$ cat config.mk
export PLATFORM = sky130hd
export DESIGN_NAME = c910_axi_txn_limiter
export DESIGN_NICKNAME = d
export VERILOG_FILES = /design/src/rtl/c910_axi_txn_limiter.sv
export SDC_FILE = /design/constraint.sdc
export NUM_CORES = 1
export LEC_CHECK = 0
export ABC_AREA = 1
export ABC_CLOCK_PERIOD_IN_PS = 6720
export CAP_MARGIN = 15
export CORE_MARGIN = 2
export CORE_UTILIZATION = 45
export CTS_BUF_LIST = sky130_fd_sc_hd__clkbuf_2 sky130_fd_sc_hd__clkbuf_4 sky130_fd_sc_hd__clkbuf_8
export CTS_CLUSTER_DIAMETER = 100
export DETAILED_ROUTE_END_ITERATION = 10
export PLACE_DENSITY = 0.92
export SKIP_CTS_REPAIR_TIMING = 1
export SYNTH_ARGS = -nofsm -noshare
export SYNTH_HDL_FRONTEND = slang
export SYNTH_SLANG_ARGS = --single-unit
$ cat constraint.sdc
create_clock -name clk_i -period 6.72 [get_ports clk_i]
set_clock_uncertainty 0.15 [all_clocks]
set_input_delay 1.008 -clock clk_i [delete_from_list [all_inputs] [get_ports clk_i]]
set_output_delay 1.008 -clock clk_i [all_outputs]
set_load 0.01 [all_outputs]
$ cat src/rtl/c910_axi_txn_limiter.sv
// Outstanding-transaction limiter for the C910 AXI read/write address channels,
// split into cacheable and non-cacheable classes, with a flush/quiesce handshake.
// Optional stall statistics are enabled by defining C910_TXN_STATS_EN.
module c910_axi_txn_limiter #(
    parameter int AxiIdWidth = 8,
    parameter int NcIdBit    = 7,
    parameter int MaxRdC     = 28,
    parameter int MaxRdNc    = 8,
    parameter int MaxWrC     = 32,
    parameter int MaxWrNc    = 8,
    localparam int RdCW      = $clog2(MaxRdC + 1),
    localparam int RdNcW     = $clog2(MaxRdNc + 1),
    localparam int WrCW      = $clog2(MaxWrC + 1),
    localparam int WrNcW     = $clog2(MaxWrNc + 1)
) (
    input  logic                  clk_i,
    input  logic                  rst_ni,
    input  logic                  ar_valid_i,
    output logic                  ar_ready_o,
    input  logic [AxiIdWidth-1:0] ar_id_i,
    output logic                  ar_valid_o,
    input  logic                  ar_ready_i,
    input  logic                  r_valid_i,
    input  logic                  r_ready_i,
    input  logic                  r_last_i,
    input  logic [AxiIdWidth-1:0] r_id_i,
    input  logic                  aw_valid_i,
    output logic                  aw_ready_o,
    input  logic [AxiIdWidth-1:0] aw_id_i,
    output logic                  aw_valid_o,
    input  logic                  aw_ready_i,
    input  logic                  b_valid_i,
    input  logic                  b_ready_i,
    input  logic [AxiIdWidth-1:0] b_id_i,
    input  logic                  flush_req_i,
    output logic                  flush_ack_o,
    output logic                  err_o,
    output logic [RdCW-1:0]       rd_cnt_c_o,
    output logic [RdNcW-1:0]      rd_cnt_nc_o,
    output logic [WrCW-1:0]       wr_cnt_c_o,
    output logic [WrNcW-1:0]      wr_cnt_nc_o,
    output logic [31:0]           stall_cycles_o
);

    typedef enum logic [1:0] {
        IDLE  = 2'd0,
        DRAIN = 2'd1,
        DONE  = 2'd2
    } flush_state_e;

    flush_state_e state_reg;
    logic         flush_ack_reg;
    logic         err_reg;

    logic ar_nc, r_nc, aw_nc, b_nc;
    logic ar_block, aw_block;
    logic ar_fire, r_done, aw_fire, b_fire;
    logic all_zero;
    logic [3:0] cnt_inc, cnt_dec, cnt_full, cnt_underflow;

    // Only the class bit of each ID matters here.
    logic unused_id_bits;
    assign unused_id_bits = ^{ar_id_i, r_id_i, aw_id_i, b_id_i};

    assign ar_nc = ar_id_i[NcIdBit];
    assign r_nc  = r_id_i[NcIdBit];
    assign aw_nc = aw_id_i[NcIdBit];
    assign b_nc  = b_id_i[NcIdBit];

    assign ar_block = (ar_nc ? cnt_full[1] : cnt_full[0]) | (state_reg != IDLE);
    assign aw_block = (aw_nc ? cnt_full[3] : cnt_full[2]) | (state_reg != IDLE);

    assign ar_valid_o = ar_valid_i & ~ar_block;
    assign ar_ready_o = ar_ready_i & ~ar_block;
    assign aw_valid_o = aw_valid_i & ~aw_block;
    assign aw_ready_o = aw_ready_i & ~aw_block;

    assign ar_fire = ar_valid_o & ar_ready_i;
    assign aw_fire = aw_valid_o & aw_ready_i;
    assign r_done  = r_valid_i & r_ready_i & r_last_i;
    assign b_fire  = b_valid_i & b_ready_i;

    // Counter index: 0 = read C, 1 = read NC, 2 = write C, 3 = write NC.
    assign cnt_inc = {aw_fire & aw_nc, aw_fire & ~aw_nc, ar_fire & ar_nc, ar_fire & ~ar_nc};
    assign cnt_dec = {b_fire & b_nc, b_fire & ~b_nc, r_done & r_nc, r_done & ~r_nc};

    for (genvar gi = 0; gi < 4; gi++) begin : g_cnt
        localparam int M = (gi == 0) ? MaxRdC : (gi == 1) ? MaxRdNc :
                           (gi == 2) ? MaxWrC : MaxWrNc;
        localparam int W = $clog2(M + 1);
        localparam logic [W-1:0] MaxV = W'(M);
        logic [W-1:0] cnt_reg;

        always_ff @(posedge clk_i or negedge rst_ni) begin
            if (!rst_ni) begin
                cnt_reg <= '0;
            end else if (cnt_inc[gi] && !cnt_dec[gi] && cnt_reg != MaxV) begin
                cnt_reg <= cnt_reg + W'(1);
            end else if (cnt_dec[gi] && !cnt_inc[gi] && cnt_reg != '0) begin
                cnt_reg <= cnt_reg - W'(1);
            end
        end

        assign cnt_full[gi]      = (cnt_reg == MaxV);
        assign cnt_underflow[gi] = cnt_dec[gi] & ~cnt_inc[gi] & (cnt_reg == '0);

        if (gi == 0) begin : g_o
            assign rd_cnt_c_o = cnt_reg;
        end else if (gi == 1) begin : g_o
            assign rd_cnt_nc_o = cnt_reg;
        end else if (gi == 2) begin : g_o
            assign wr_cnt_c_o = cnt_reg;
        end else begin : g_o
            assign wr_cnt_nc_o = cnt_reg;
        end
    end

    assign all_zero = ~|{rd_cnt_c_o, rd_cnt_nc_o, wr_cnt_c_o, wr_cnt_nc_o};

    always_ff @(posedge clk_i or negedge rst_ni) begin
        if (!rst_ni) begin
            err_reg <= 1'b0;
        end else if (|cnt_underflow) begin
            err_reg <= 1'b1;
        end
    end

    always_ff @(posedge clk_i or negedge rst_ni) begin
        if (!rst_ni) begin
            state_reg     <= IDLE;
            flush_ack_reg <= 1'b0;
        end else begin
            case (state_reg)
                IDLE: begin
                    if (flush_req_i) state_reg <= DRAIN;
                end
                DRAIN: begin
                    if (all_zero) begin
                        state_reg     <= DONE;
                        flush_ack_reg <= 1'b1;
                    end
                end
                DONE: begin
                    if (!flush_req_i) begin
                        state_reg     <= IDLE;
                        flush_ack_reg <= 1'b0;
                    end
                end
                default: begin
                    state_reg     <= IDLE;
                    flush_ack_reg <= 1'b0;
                end
            endcase
        end
    end

    assign flush_ack_o = flush_ack_reg;
    assign err_o       = err_reg;

`ifdef C910_TXN_STATS_EN
    logic [31:0] stall_reg;

    // Saturating count of cycles in which any requester was held off.
    always_ff @(posedge clk_i or negedge rst_ni) begin
        if (!rst_ni) begin
            stall_reg <= '0;
        end else if (((ar_valid_i & ar_block) | (aw_valid_i & aw_block)) &&
                     stall_reg != 32'hFFFF_FFFF) begin
            stall_reg <= stall_reg + 32'd1;
        end
    end

    assign stall_cycles_o = stall_reg;
`else
    assign stall_cycles_o = 32'd0;
`endif

endmodule

==> flow_summary.yaml <==
worst_setup_path:
  cp-start-kind: "input port"
  crit_fanout: 5
  worstSetupEndpointType: "primary output"
  worstPathArrival_ns: 2.60
  critical_path_required_ns: 5.56
  crit_type: "in -> out"
sta:
  min_period_ns: 3.756
  setup_violations: 0
  hold_violations: 0
  max_slew_margin_pct: 60.08
  max_freq_ghz: 0.2662
  rsz0062_at_grt: "no"
  drv_slew: 0
  period_share_pct: 55.89
  tns_ns: 0
  worst_pin_slew_ns: 0.5970
  whs_ns: 0.3679
clocking:
  cts_tree: "built"
  clock-sinks: 23
  worstSkewPairLatency_ns: 0.27
  cts_made_buffers: 3
  clkTransAtPathRegs_ns: 0.08
  clock_path_buffers: 2
  ctsHtreeMaxLevel: 1
  cts_root_buffer: "clkbuf_8"
power:
  leakagePower_nw: 1.148
  clockPowerShare_pct: 11.0
  vdd_drop_max_mv: 0.2145
  p_int_uw: 476.4
  power_uw: 840.6
  p_switching_uw: 364.2
  switching_share_pct: 43.33
  seqPwrFrac_pct: 32.3
  p_comb_share_pct: 56.7
  powerDensity_nw_per_um2: 351.6
outcome:
  status: "complete, no violations"
die:
  rows: 24
  core_um2: 4294
  die_w_um: 70.43
  die_h_um: 70.43
  start_util_pct: 46.24
  ios: 101
  die_area_um2: 4960
finish:
  nets: 357
  antennaDiodeCount: 0
  stdcell_count: 349
  largest_reg_flops: 6
  areaGrowthSynthToFinish_pct: 20.42
  drive_gt1_share_pct: 7.744
  num-fill-cells: 390
placed_design:
  dp.cells: 344
  hpwl_mm: 3.255
  io_buffers: 40
  place_congestion: 0.8149
synthesis:
  synthesis.area_um2: 1986
  synth_cell_types: 29
  synth_seq_area_share_pct: 28.99
  yosys_warnings: 0
  synth_top_cell_area_share_pct: 28.99
  ys_ff_latch: 23
  synth_top_area_cell: "dfrtp_1"
  syn_inst: 253
  yosys.cell_count.top_type: "nand2_1"
  netlist_top_cells_area: "dfrtp_1 29%, buf_4 12%, nand3_1 7.8%, nand2_1 7.0%, ha_1 6.9%"
  async_flop_share_pct: 100.0
  synth_common_cells: "37 x nand2_1, 34 x inv_1, 32 x buf_4"
  synth-edff-count: 0
  synth.avg_cell_area_um2: 7.848
  synth_ff_type: "dfrtp_1"
detailed_routing:
  drc_errors: 0
  vias: 1726
  ant_nets: 0
  first_pass_iters: 4
  drt-vias-per-instance: 4.946
  dr.first_iter.drc_count: 60
  wl_per_cell_um: 11.55
  wl_mm: 4.031
global_routing:
  grt_pass1_wl_mm: 6.762
  grt_pass1_vias: 1612
  grt_overflow: 0
  grt_start_max_net_pins: 24
  grt_usage_pct: 16.64
  antenna_found_initial: 0
run:
  maxCapViolCount: 0
hold_path:
  hold_path_class: "reg -> reg"
==> placed cells by master (no fill, tap or decap), types with 8 or more instances in the layout <==
cell type and n:
clkdlybuf4s50_1 40, nand2_1 37, inv_1 34, conb_1 32, nand3_1 31, dfrtp_1 23, nor2_1 14, nand4_1 13
ha_1 11, xor2_1 8
==> metal layers <==
metal | wire length, um | global-route usage [%] | up-vias
met2 | 1950 | 29.35 | 55
met1 | 1772 | 20.29 | 800
met5 | 0 | 0 | -
met4 | 58 | 5.769 | 0
li1 | - | - | 864
met3 | 248 | 2.886 | 7
==> logic make-up (layout without fill, tap and decap cells) <==
kind of cell / after synthesis / after routing / synth area share, %
adder cells (fa/ha/maj): 15 / 15 / 10.96
XOR/XNOR: 11 / 11 / 4.852
buffers and inverters: 66 / 79 / 18.53
flip-flops: 23 / 23 / 28.99
AND/OR/NAND/NOR: 120 / 120 / 31.51
other: 1 / 32 / 0.1889
AO/OA/AOI/OAI: 17 / 17 / 4.978
==> worst max-delay path, cell delays in order <==
cell,delay (ns)
clkdlybuf4s50_1,0.56
inv_1,0.13
nand3_2,0.11
nand3_1,0.08
nor2_2,0.15
clkdlybuf4s50_1,0.56
==> metrics by stage <==
stage               utilization (%)  instance area [um^2]  setup WS, ns
floorplan                         -                  2102         3.728
global placement              54.20                  2327         2.940
detailed placement            54.20                  2327         2.889
CTS                           55.33                  2376         2.995
global route                  55.68                  2391         2.889
finish                        55.68                  2391         2.964
==> worst paths after layout <==
kind	startpoint	to	slack, ns	depth (start not counted)
worst max-delay path	ar_id_i[7]	ar_valid_o	2.96	6
worst max register to register	wr_cnt_c_o[0]	wr_cnt_c_o[5]	3.97	17
worst min register to register	wr_cnt_nc_o[3]	wr_cnt_nc_o[3]	0.37	2
max in group asynchronous	rst_ni	wr_cnt_c_o[2]	4.97	2
min in group asynchronous	rst_ni	rd_cnt_nc_o[0]	0.96	1
worst min-delay path	wr_cnt_nc_o[3]	wr_cnt_nc_o[3]	0.37	2
==> power by group through the flow <==
stage / Sequential [mW] / Combinational [mW] / Clock, mW
3_5_place_dp: 0.275 / 0.475 / 0
2_1_floorplan: 0.287 / 0.283 / 0
5_1_grt: 0.285 / 0.533 / 0.0995
4_1_cts: 0.273 / 0.479 / 0.0954
3_3_place_gp: 0.270 / 0.454 / 0
6_report: 0.271 / 0.477 / 0.0924
==> final cells by class <==
class                   instances  area (um^2)  area share (%)
flip-flops and latches         23        575.6           24.07
multi-input cells             195         1159           48.46
inverters                      34        127.6           5.338
clock buffers                   4        48.80           2.041
well taps                      52        65.06           2.721
repair buffers                 41        415.4           17.37
Power figures use the tool's default switching activity.
